===== src/rtl/multicycle_pkg.sv =====
// Shared types and encodings for the multi-cycle RV32I-subset datapath.
// Covers FSM states, opcode/funct fields, ALU operations and the ALU-op decode helper.
package multicycle_pkg;

  typedef enum logic [2:0] {
    S_FETCH  = 3'd0,
    S_DECODE = 3'd1,
    S_EXEC   = 3'd2,
    S_MEM    = 3'd3,
    S_WB     = 3'd4,
    S_HALT   = 3'd5
  } state_t;

  typedef enum logic [2:0] {
    ALU_ADD = 3'd0,
    ALU_SUB = 3'd1,
    ALU_AND = 3'd2,
    ALU_OR  = 3'd3,
    ALU_SLT = 3'd4
  } alu_op_t;

  localparam logic [6:0] OP_R      = 7'b0110011;
  localparam logic [6:0] OP_I      = 7'b0010011;
  localparam logic [6:0] OP_LOAD   = 7'b0000011;
  localparam logic [6:0] OP_STORE  = 7'b0100011;
  localparam logic [6:0] OP_BRANCH = 7'b1100011;

  localparam logic [2:0] F3_ADD = 3'b000;
  localparam logic [2:0] F3_SLT = 3'b010;
  localparam logic [2:0] F3_OR  = 3'b110;
  localparam logic [2:0] F3_AND = 3'b111;
  localparam logic [2:0] F3_BEQ = 3'b000;
  localparam logic [2:0] F3_BNE = 3'b001;

  localparam logic [6:0] F7_BASE = 7'b0000000;
  localparam logic [6:0] F7_SUB  = 7'b0100000;

  localparam logic [31:0] EBREAK = 32'h0010_0073;

  // Legality is checked separately; this only picks the operation.
  function automatic alu_op_t alu_op_of(input logic [6:0] op, input logic [2:0] f3,
                                        input logic [6:0] f7);
    alu_op_t res;
    res = ALU_ADD;
    if (op == OP_R || op == OP_I) begin
      case (f3)
        F3_AND:  res = ALU_AND;
        F3_OR:   res = ALU_OR;
        F3_SLT:  res = (op == OP_R) ? ALU_SLT : ALU_ADD;
        default: res = (op == OP_R && f7 == F7_SUB) ? ALU_SUB : ALU_ADD;
      endcase
    end
    return res;
  endfunction

endpackage


===== src/rtl/multicycle_datapath_register_file.sv =====
// Architectural register file: two combinational read ports, one write port.
// Entry 0 is never written, so x0 always reads zero.
module register_file
  #(
    parameter int XLEN     = 32,
    parameter int NUM_REGS = 32
  )
  (
    input  logic            clock,
    input  logic            reset,
    input  logic            i_we,
    input  logic [4:0]      i_waddr,
    input  logic [XLEN-1:0] i_wdata,
    input  logic [4:0]      i_raddr1,
    input  logic [4:0]      i_raddr2,
    output logic [XLEN-1:0] o_rdata1,
    output logic [XLEN-1:0] o_rdata2
  );

  localparam int AW = $clog2(NUM_REGS);

  logic [XLEN-1:0] r_regs [NUM_REGS];
  logic [AW-1:0]   w_waddr;
  logic [AW-1:0]   w_raddr1;
  logic [AW-1:0]   w_raddr2;

  assign w_waddr  = i_waddr[AW-1:0];
  assign w_raddr1 = i_raddr1[AW-1:0];
  assign w_raddr2 = i_raddr2[AW-1:0];

  always_ff @(posedge clock or negedge reset) begin
    if (!reset) begin
      for (int i = 0; i < NUM_REGS; i++) r_regs[i] <= '0;
    end else if (i_we && w_waddr != '0) begin
      r_regs[w_waddr] <= i_wdata;
    end
  end

  assign o_rdata1 = (w_raddr1 == '0) ? '0 : r_regs[w_raddr1];
  assign o_rdata2 = (w_raddr2 == '0) ? '0 : r_regs[w_raddr2];

endmodule


===== src/rtl/multicycle_datapath.sv =====
// Multi-cycle RV32I-subset core sharing one req/ready memory port for fetch and data.
//   state  | meaning
//   FETCH  | request instruction at PC, latch IR/OLDPC, PC += 4
//   DECODE | read rs1/rs2, form branch target, reject illegal/ebreak
//   EXEC   | ALU op or branch resolve (branch retires here)
//   MEM    | load/store transfer at ALUOUT (store retires here)
//   WB     | write rd, retire
//   HALT   | stopped until reset
module multicycle_datapath
  import multicycle_pkg::*;
  #(
    parameter int              XLEN     = 32,
    parameter int              ADDR_W   = 32,
    parameter int              NUM_REGS = 32,
    parameter logic [ADDR_W-1:0] RESET_PC = '0
  )
  (
    input  logic              clock,
    input  logic              reset,
    output logic              mem_req,
    output logic              mem_we,
    output logic [ADDR_W-1:0] mem_addr,
    output logic [XLEN-1:0]   mem_wdata,
    input  logic [XLEN-1:0]   mem_rdata,
    input  logic              mem_ready,
    output logic              halt,
    output logic              retired,
    output logic [ADDR_W-1:0] pc
  );

  localparam int BYTE_LSB = $clog2(XLEN / 8);

  state_t            r_state;
  state_t            w_next;
  logic [31:0]       r_ir;
  logic [ADDR_W-1:0] r_pc;
  logic [ADDR_W-1:0] r_oldpc;
  logic [ADDR_W-1:0] r_target;
  logic [XLEN-1:0]   r_a;
  logic [XLEN-1:0]   r_b;
  logic [XLEN-1:0]   r_aluout;
  logic [XLEN-1:0]   r_mdr;

  logic [6:0]      w_opcode;
  logic [4:0]      w_rd;
  logic [2:0]      w_f3;
  logic [4:0]      w_rs1;
  logic [4:0]      w_rs2;
  logic [6:0]      w_f7;
  logic            w_is_r;
  logic            w_is_i;
  logic            w_is_load;
  logic            w_is_store;
  logic            w_is_branch;
  logic            w_legal;
  logic            w_ok;
  logic            w_rd_bad;
  logic            w_rs1_bad;
  logic            w_rs2_bad;
  logic [XLEN-1:0] w_imm;
  logic [XLEN-1:0] w_opb;
  logic [XLEN-1:0] w_alu_res;
  alu_op_t         w_alu_op;
  logic            w_taken;
  logic            w_br_bad;
  logic            w_misaligned;
  logic [XLEN-1:0] w_rdata1;
  logic [XLEN-1:0] w_rdata2;
  logic            w_rf_we;
  logic [XLEN-1:0] w_rf_wdata;

  assign w_opcode    = r_ir[6:0];
  assign w_rd        = r_ir[11:7];
  assign w_f3        = r_ir[14:12];
  assign w_rs1       = r_ir[19:15];
  assign w_rs2       = r_ir[24:20];
  assign w_f7        = r_ir[31:25];
  assign w_is_r      = (w_opcode == OP_R);
  assign w_is_i      = (w_opcode == OP_I);
  assign w_is_load   = (w_opcode == OP_LOAD);
  assign w_is_store  = (w_opcode == OP_STORE);
  assign w_is_branch = (w_opcode == OP_BRANCH);

  always_comb begin
    w_legal = 1'b0;
    case (w_opcode)
      OP_R: begin
        if (w_f7 == F7_BASE)
          w_legal = (w_f3 == F3_ADD) || (w_f3 == F3_AND) || (w_f3 == F3_OR) || (w_f3 == F3_SLT);
        else if (w_f7 == F7_SUB)
          w_legal = (w_f3 == F3_ADD);
      end
      OP_I:               w_legal = (w_f3 == F3_ADD) || (w_f3 == F3_AND) || (w_f3 == F3_OR);
      OP_LOAD, OP_STORE:  w_legal = 1'b1;
      OP_BRANCH:          w_legal = (w_f3 == F3_BEQ) || (w_f3 == F3_BNE);
      default:            w_legal = 1'b0;  // ebreak lands here too
    endcase
  end

  // Only register fields the format actually uses are range-checked.
  assign w_rd_bad  = ({1'b0, w_rd}  >= 6'(NUM_REGS));
  assign w_rs1_bad = ({1'b0, w_rs1} >= 6'(NUM_REGS));
  assign w_rs2_bad = ({1'b0, w_rs2} >= 6'(NUM_REGS));
  assign w_ok = w_legal && !w_rs1_bad
             && !((w_is_r || w_is_i || w_is_load) && w_rd_bad)
             && !((w_is_r || w_is_store || w_is_branch) && w_rs2_bad);

  always_comb begin
    w_imm = {{(XLEN-12){r_ir[31]}}, r_ir[31:20]};
    if (w_is_store)
      w_imm = {{(XLEN-12){r_ir[31]}}, r_ir[31:25], r_ir[11:7]};
    else if (w_is_branch)
      w_imm = {{(XLEN-13){r_ir[31]}}, r_ir[31], r_ir[7], r_ir[30:25], r_ir[11:8], 1'b0};
  end

  assign w_alu_op = alu_op_of(w_opcode, w_f3, w_f7);
  assign w_opb    = w_is_r ? r_b : w_imm;

  always_comb begin
    w_alu_res = r_a + w_opb;
    case (w_alu_op)
      ALU_SUB: w_alu_res = r_a - w_opb;
      ALU_AND: w_alu_res = r_a & w_opb;
      ALU_OR:  w_alu_res = r_a | w_opb;
      ALU_SLT: w_alu_res = {{(XLEN-1){1'b0}}, ($signed(r_a) < $signed(w_opb))};
      default: w_alu_res = r_a + w_opb;
    endcase
  end

  assign w_taken      = (w_f3 == F3_BEQ) ? (r_a == r_b) : (r_a != r_b);
  assign w_br_bad     = w_taken && (r_target[1:0] != 2'b00);
  assign w_misaligned = |r_aluout[BYTE_LSB-1:0];

  always_ff @(posedge clock or negedge reset) begin
    if (!reset) r_state <= S_FETCH;
    else        r_state <= w_next;
  end

  always_comb begin
    w_next = r_state;
    case (r_state)
      S_FETCH:  if (mem_ready) w_next = S_DECODE;
      S_DECODE: w_next = w_ok ? S_EXEC : S_HALT;
      S_EXEC: begin
        if (w_is_branch)                  w_next = w_br_bad ? S_HALT : S_FETCH;
        else if (w_is_load || w_is_store) w_next = S_MEM;
        else                              w_next = S_WB;
      end
      S_MEM: begin
        if (w_misaligned)   w_next = S_HALT;
        else if (mem_ready) w_next = w_is_load ? S_WB : S_FETCH;
      end
      S_WB:     w_next = S_FETCH;
      S_HALT:   w_next = S_HALT;
      default:  w_next = S_HALT;
    endcase
  end

  // mem_req is gated by reset so an in-flight transfer is dropped the moment reset asserts.
  always_comb begin
    mem_req  = 1'b0;
    mem_we   = 1'b0;
    mem_addr = r_pc;
    retired  = 1'b0;
    halt     = 1'b0;
    pc       = r_oldpc;
    case (r_state)
      S_FETCH: begin
        mem_req = reset;
        pc      = r_pc;
      end
      S_EXEC:  retired = w_is_branch && !w_br_bad;
      S_MEM: begin
        mem_req  = reset && !w_misaligned;
        mem_we   = reset && !w_misaligned && w_is_store;
        mem_addr = r_aluout[ADDR_W-1:0];
        retired  = w_is_store && !w_misaligned && mem_ready;
      end
      S_WB:    retired = 1'b1;
      S_HALT:  halt = 1'b1;
      default: halt = 1'b0;
    endcase
  end

  assign mem_wdata = r_b;

  always_ff @(posedge clock or negedge reset) begin
    if (!reset) begin
      r_pc     <= RESET_PC;
      r_oldpc  <= '0;
      r_ir     <= '0;
      r_target <= '0;
      r_a      <= '0;
      r_b      <= '0;
      r_aluout <= '0;
      r_mdr    <= '0;
    end else begin
      case (r_state)
        S_FETCH: if (mem_ready) begin
          r_ir    <= mem_rdata[31:0];
          r_oldpc <= r_pc;
          r_pc    <= r_pc + ADDR_W'(4);
        end
        S_DECODE: begin
          r_a      <= w_rdata1;
          r_b      <= w_rdata2;
          r_target <= r_oldpc + w_imm[ADDR_W-1:0];
        end
        S_EXEC: begin
          r_aluout <= w_alu_res;
          if (w_is_branch && w_taken && !w_br_bad) r_pc <= r_target;
        end
        S_MEM: if (mem_ready && !w_misaligned && w_is_load) r_mdr <= mem_rdata;
        default: ;
      endcase
    end
  end

  assign w_rf_we    = (r_state == S_WB);
  assign w_rf_wdata = w_is_load ? r_mdr : r_aluout;

  register_file #(.XLEN(XLEN), .NUM_REGS(NUM_REGS)) u_rf (
    .clock    (clock),
    .reset    (reset),
    .i_we     (w_rf_we),
    .i_waddr  (w_rd),
    .i_wdata  (w_rf_wdata),
    .i_raddr1 (w_rs1),
    .i_raddr2 (w_rs2),
    .o_rdata1 (w_rdata1),
    .o_rdata2 (w_rdata2)
  );

endmodule


===== config.mk =====
export PLATFORM = sky130hd
export DESIGN_NAME = multicycle_datapath
export DESIGN_NICKNAME = d
export VERILOG_FILES = /design/src/rtl/multicycle_pkg.sv /design/src/rtl/multicycle_datapath_register_file.sv /design/src/rtl/multicycle_datapath.sv
export SDC_FILE = /design/constraint.sdc
export NUM_CORES = 2
export LEC_CHECK = 0
export CAP_MARGIN = 20
export CELL_PAD_IN_SITES_DETAIL_PLACEMENT = 0
export CELL_PAD_IN_SITES_GLOBAL_PLACEMENT = 1
export CORE_MARGIN = 4
export CORE_UTILIZATION = 35
export DETAILED_ROUTE_END_ITERATION = 6
export PLACE_DENSITY_LB_ADDON = 0.1
export SETUP_SLACK_MARGIN = 0.2
export SLEW_MARGIN = 20
export SYNTH_ARGS = -nofsm -noshare
export SYNTH_HDL_FRONTEND = slang
export SYNTH_SLANG_ARGS = --single-unit

===== constraint.sdc =====
create_clock -name clock -period 4.24 [get_ports clock]
set_clock_uncertainty 0.15 [all_clocks]
set_input_delay 0.424 -clock clock [delete_from_list [all_inputs] [get_ports clock]]
set_output_delay 0.424 -clock clock [all_outputs]
set_load 0.02 [all_outputs]

---- Word-level counts from Yosys, hierarchy flattened ----
Cells that the tools add are included.
operators by class
  bitwise logic cells ..................... 5
  add/sub/neg operators ................... 4
  order comparisons ....................... 5
  equality and inequality tests ........... 24
  muxes and demuxes ....................... 42
  reductions and logical operators ........ 35
operators by type and width
  kind                                                                   count
  1024-bit bitwise mux                                                   1
  32-bit two-way mux                                                     13
  32-bit binary-select mux with 5-bit select                             2
  32-bit demux with 5-bit select                                         1
  32-bit one-hot mux with 4 select lines                                 1
  32-bit adder                                                           2
  32-bit one-hot mux with 2 select lines                                 1
  32-bit by 3-bit adder with 32-bit output, second input constant        1
  32-bit bitwise AND                                                     1
  32-bit equality test                                                   1
  32-bit less-than comparator                                            1
  32-bit != test                                                         1
  32-bit OR                                                              1
  32-bit subtractor                                                      1
  3-bit two-way mux                                                      10
  12-bit two-way mux                                                     2
  7-bit by 6-bit equality test with 1-bit output, second input constant  3
  6-bit >= comparator, second input constant                             3
  5-bit NOT with 6-bit output                                            3
  3-bit by 2-bit equality test with 1-bit output, second input constant  5
  3-bit equality test, second input constant                             5
  3-bit one-hot mux with 5 select lines                                  1
  1-bit logical AND                                                      13
  5-bit logical NOT                                                      2
  other kinds (21)                                                       40
storage, ports and cells
  register bits after elaboration ......... 1,283
  output and inout port bits .............. 100
  input bits .............................. 35

---- Depth between registers and ports, before layout ----
  word-level depth ........................ 8
  gate-level depth with buffers ........... 21
  mapped depth without buffers ............ 19

---- Cells and area by module ----
Synthesis repeated with hierarchy kept, for this count alone.
second synthesis, totals
  cell total of the unflattened synthesis .. 5,777
  area total of the unflattened synthesis .. 72,629.7 µm²
by module, submodules not included
  module               cells an instance  sequential area each (µm²)  area an instance (µm²)  times used
  register_file        3,513              25,624.6                    54,129.4                1
  multicycle_datapath  2,264              6,481.2                     18,500.2                1

---- Worst setup path before layout ----
No wires, ideal clock.
  path type ............................... register to register
  from .................................... register r_ir[20]
  to ...................................... register r_aluout[18]
  cell stages (with the launch flop) ...... 21
  path slack .............................. -0.130 ns
  required time ........................... 3.960 ns
  period minus slack after synthesis ...... 4.370 ns
  data arrival time ....................... 4.091 ns
  path buffers ............................ 5
  cells stage by stage .................... dfrtp_1 -> buf_2 -> buf_2 -> buf_4 -> buf_4 -> buf_2 -> nand2_1 -> o21ai_0 -> nor2_1 -> nor2_1 -> ha_1 -> fa_1 -> a211oi_2 -> o21bai_1 -> a21o_1 -> a311o_1 -> a31o_1 -> a31o_1 -> a221o_1 -> a22oi_1 -> o21ai_1
between the ends
  cells in the longest elaborated chain, start to end .. 5
  elaborated cells on any way between the ends .. 6
  those cells by class .................... add/sub (2); mux (4)
RTL lines
  what                                               RTL line                                                text
  start: declaration                                 multicycle_datapath.sv:35                               logic [31:0] r_ir;
  start signal: assignment                           multicycle_datapath.sv:200                              r_ir <= mem_rdata[31:0];
  12-bit two-way mux *                               multicycle_datapath.sv:112                              else if (w_is_branch)
  12-bit two-way mux *                               multicycle_datapath.sv:110                              if (w_is_store)
  32-bit two-way mux *                               multicycle_datapath.sv:117                              assign w_opb = w_is_r ? r_b : w_imm;
  32-bit adder or 32-bit subtractor (tied branches)  multicycle_datapath.sv:126, multicycle_datapath.sv:122
  32-bit one-hot mux with 4 select lines *           multicycle_datapath.sv:121                              case (w_alu_op)
  end signal: assignment                             multicycle_datapath.sv:210                              r_aluout <= w_alu_res;
  end: declaration                                   multicycle_datapath.sv:41                               logic [XLEN-1:0] r_aluout;
Every way passes the cells marked *; elsewhere a longest branch is shown, timed or not.
A chain may end at the register's enable or synchronous reset.

---- Worst setup path after layout ----
  from .................................... register r_ir[3]
  to ...................................... register r_aluout[27]
between the ends
  cells in the longest elaborated chain, start to end .. 7
  elaborated cells on any way between the ends .. 22
  those cells by class .................... add/sub (2); eq/ne (8); mux (8); bitwise (2); reduce/logical (2)
RTL lines
  what                                                  RTL line
  branches (longest 6 deep; another with 32-bit adder)  -
  32-bit one-hot mux with 4 select lines *              multicycle_datapath.sv:121
Every way passes the cells marked *.

==> results.yml <==
cells_and_area:
  fin_nets: 7234
  top_register: "u_rf.r_regs"
  drive_above_1_share: 0.225
  final_core_util: 0.419
  largest_register_ff_count: 1024
  area.growth.synth_to_final_pct: 18.9
worst_setup_path:
  cp_common_cell: "buf_4"
  worstPathRequired_ns: 4.83
  endpoint_kind: "register"
  startpoint_type: "register"
  startpoint: "r_ir[3]"
  crit_chain: "nand4bb_4 -> buf_6 -> nor2_4 -> and3_4 -> buf_8 -> nand2_1 -> nand2_2 -> inv_2 -> ha_4 -> nor4_4 -> nor2_1 -> a32oi_1 -> o41ai_2 -> buf_4 -> o31ai_4 -> buf_4 -> and2_4 -> a211oi_2 -> buf_4 -> or3_4 -> o21a_1 -> a21oi_1"
  crit_path_max_incr_delay_ns: 0.39
  rr_startpoint: "r_ir[3]"
  crit_type: "reg -> reg"
  cp_max_fo: 7
  arrival_ns: 4.80
  critPathSlowestCell: "dfrtp_1"
global_routing:
  grt_max_degree: 154
  grt_pass1_vias: 55670
  grt_pass1_wl_um: 414000
  grtUsageTotal: 0.271
  antenna_found_initial: 9
  grt-ovfl-total: 0
clock_network:
  cts-root-buf: "clkbuf_16"
  cts.sinks: 1283
  cts_made_buffers: 156
  clockBufferDepth: 3
  clk_latency_ns: 0.84
  cts_tree: "yes"
  h-tree-depth: 4
  clk_pin_slew_ns: 0.06
logic_synthesis:
  ys_seq_area_frac: 0.456
  syn-num-nets: 7139
  synthDistinctLibCells: 83
  ys_ff_latch: 1283
  synth_flop_cell: "dfrtp_1"
  synth_edf_count: 0
  syn_area_mm2: 0.0703
  yosys_warnings: 0
  synth_async_sr_flop_share: 1.00
  synthCells: 6972
  avgSynthCellArea_um2: 10.1
sta:
  hold_viol_final: 0
  final_max_slew_viol_count: 0
  fin_ws_ns: 0.0272
  max_freq_ghz: 0.237
  post-route-period-util: 0.994
  finalSetupViolCount: 0
  tightestPinTransition_ns: 1.16
  fin_crit_ns: 4.21
  slew_headroom: 0.225
  grt_setup_unrepaired: "yes"
routing:
  drc: 0
  dr_total_vias: 56301
  drt-total-wl_um: 286000
  first_pass_iters: 5
  wire_per_inst_um: 29.0
  drt_iter0_drc: 4915
  routed_via_density: 5.71
  ant_nets: 0
die:
  start_util: 0.352
  ios: 135
  coreArea_mm2: 0.200
  num_rows: 164
  die_h_um: 456
  dieArea_mm2: 0.208
  die-width_um: 456
place:
  post-place-ws_ns: -0.234
  hpwl_um: 182000
  port_buffers: 134
  gp_congestion: 0.929
min_path:
  hold_class: "in -> async"
power_and_ir_drop:
  ir_drop_mv: 0.415
  p_leak_nw: 35.6
  power_density_mw_per_mm2: 739
run_status:
  status: "complete, no violations"
flow_run:
  cap_violations: 0
-- stage by stage --
| stage | instance area, um^2 | hold WS, ns | power, mW | TNS, ns | instances |
|---|---|---|---|---|---|
| finish | 83700 | 0.0480 | 61.8 | 0 | 9853 |
| global route | 83700 | 0.0481 | 65.0 | -1.32 | 9851 |
| CTS | 83000 | 0.00136 | 61.4 | 0 | 9838 |
| detailed placement | 77000 | 0.234 | 46.6 | -2.25 | 9532 |
| global placement | 77000 | 0.232 | 46.4 | -1.93 | 9532 |
| floorplan | 70400 | -0.0216 | 34.5 | 0 | 6972 |
-- layout make-up --
type                    count  area [um^2]
diodes                      3         7.51
clock buffers             228         4640
clock inverters            57          667
fillers                 19458       116000
inverters                  99          372
multi-input cells        4937        36900
flip-flops and latches   1283        32200
well taps                2656         3320
repair buffers            590         5620
-- worst max-delay path: cells and delay by family, from the launching register on --
kind	cells	cell delay (ns)
simple gates	9	1.53
compound gates	6	0.96
buf+inv	6	0.85
flops	1	0.39
fa+ha+maj	1	0.24
-- routing by layer --
metal / up-vias / GRT usage / part of all wire
li1: 25282 / - / -
met1: 28998 / 0.390 / 0.46
met2: 1680 / 0.431 / 0.46
met3: 341 / 0.0336 / 0.052
met4: 0 / 0.0742 / 0.026
met5: - / 0 / 0
-- layout by cell type, fill, tap and decap left out, drive strengths merged, types with 7 or more instances in the layout --
| master | n |
|---|---|
| nand3 | 34 |
| clkbuf | 228 |
| nor2b | 31 |
| a21oi | 810 |
| inv | 105 |
| xnor2 | 59 |
| mux2i | 253 |
| ha | 129 |
| mux2 | 206 |
| nand2b | 8 |
| a221o | 12 |
| xor2 | 17 |
| nor2 | 684 |
| a221oi | 15 |
| bufinv | 10 |
| o22ai | 145 |
| nor3 | 60 |
| a211oi | 15 |
| mux4 | 419 |
| nor4 | 10 |
| and3 | 21 |
| nand2 | 939 |
| o41ai | 7 |
| or3 | 8 |
| a31oi | 21 |
| o21ai | 741 |
| clkinv | 36 |
| dfrtp | 1283 |
| o221ai | 74 |
| nand4 | 17 |
| o31ai | 30 |
| and2 | 20 |
| o21bai | 17 |
| o211ai | 9 |
| a21o | 50 |
| buf | 455 |
| clkdlybuf4s50 | 132 |
-- cell usage after synthesis (6+ instances only) --
cell type,instances,share of area
xor2_1,17,0.0021
buf_2,65,0.0046
nor3_1,60,0.0043
a221oi_1,14,0.0017
or3_1,8,0.00071
and2_1,20,0.0018
mux2_2,199,0.032
clkbuf_1,542,0.029
a21oi_1,810,0.058
nand3_1,34,0.0024
a21o_1,50,0.0053
nor2_1,683,0.036
mux4_2,419,0.13
xnor2_1,59,0.0073
dfrtp_1,1283,0.46
inv_1,99,0.0053
o21ai_1,8,0.00057
nand2_1,939,0.050
o31ai_1,27,0.0029
a221o_1,12,0.0017
ha_1,129,0.023
o221ai_1,74,0.0092
o21ai_0,733,0.052
a31oi_1,20,0.0018
or2_2,6,0.00053
nor2b_1,31,0.0028
mux2i_1,253,0.036
nor4_1,9,0.00080
mux2_1,7,0.0011
nand4_1,17,0.0015
nand2b_1,8,0.00071
buf_1,40,0.0021
o22ai_1,145,0.013
and3_1,21,0.0019
o21bai_1,17,0.0018
a211oi_1,11,0.0012
o211ai_1,8,0.00085
-- what timing repair did --
action,CTS,global route
pin swaps,34,62
hold buffers,3,0
setup endpoints to repair,30,40
setup buffers,18,12
hold endpoints to repair,385,0
resized for setup,105,150
-- cell families after synthesis --
family                     count (synthesis)  synth area share
AOI/OAI and AO/OA                       1993             0.159
and+or+nand+nor                         1858             0.107
DFF                                     1283             0.456
muxes                                    878             0.203
buffers and inverters                    752            0.0417
adders and majority gates                132            0.0238
xor gates and xnor gates                  76           0.00946
-- power by group --
group / internal, mW / switching (mW)
Sequential: 15.1 / 3.18
Clock: 8.21 / 5.73
Combinational: 12.5 / 17.1
Total: 35.8 / 26.0
-- path summary, 6_finish.rpt --
check / depth (start not counted) / slack (ns) / end
max in group asynchronous: 3 / 2.37 / u_rf.r_regs[297]
min in group clock: 3 / 0.06 / r_ir[10]
worst max-delay path: 22 / 0.03 / r_aluout[27]
worst min-delay path: 2 / 0.05 / r_oldpc[14]
worst max register to register: 22 / 0.03 / r_aluout[27]
worst min register to register: 0 / 0.24 / u_rf.r_regs[1006]
Note: power is estimated with default switching activity, not from simulation.
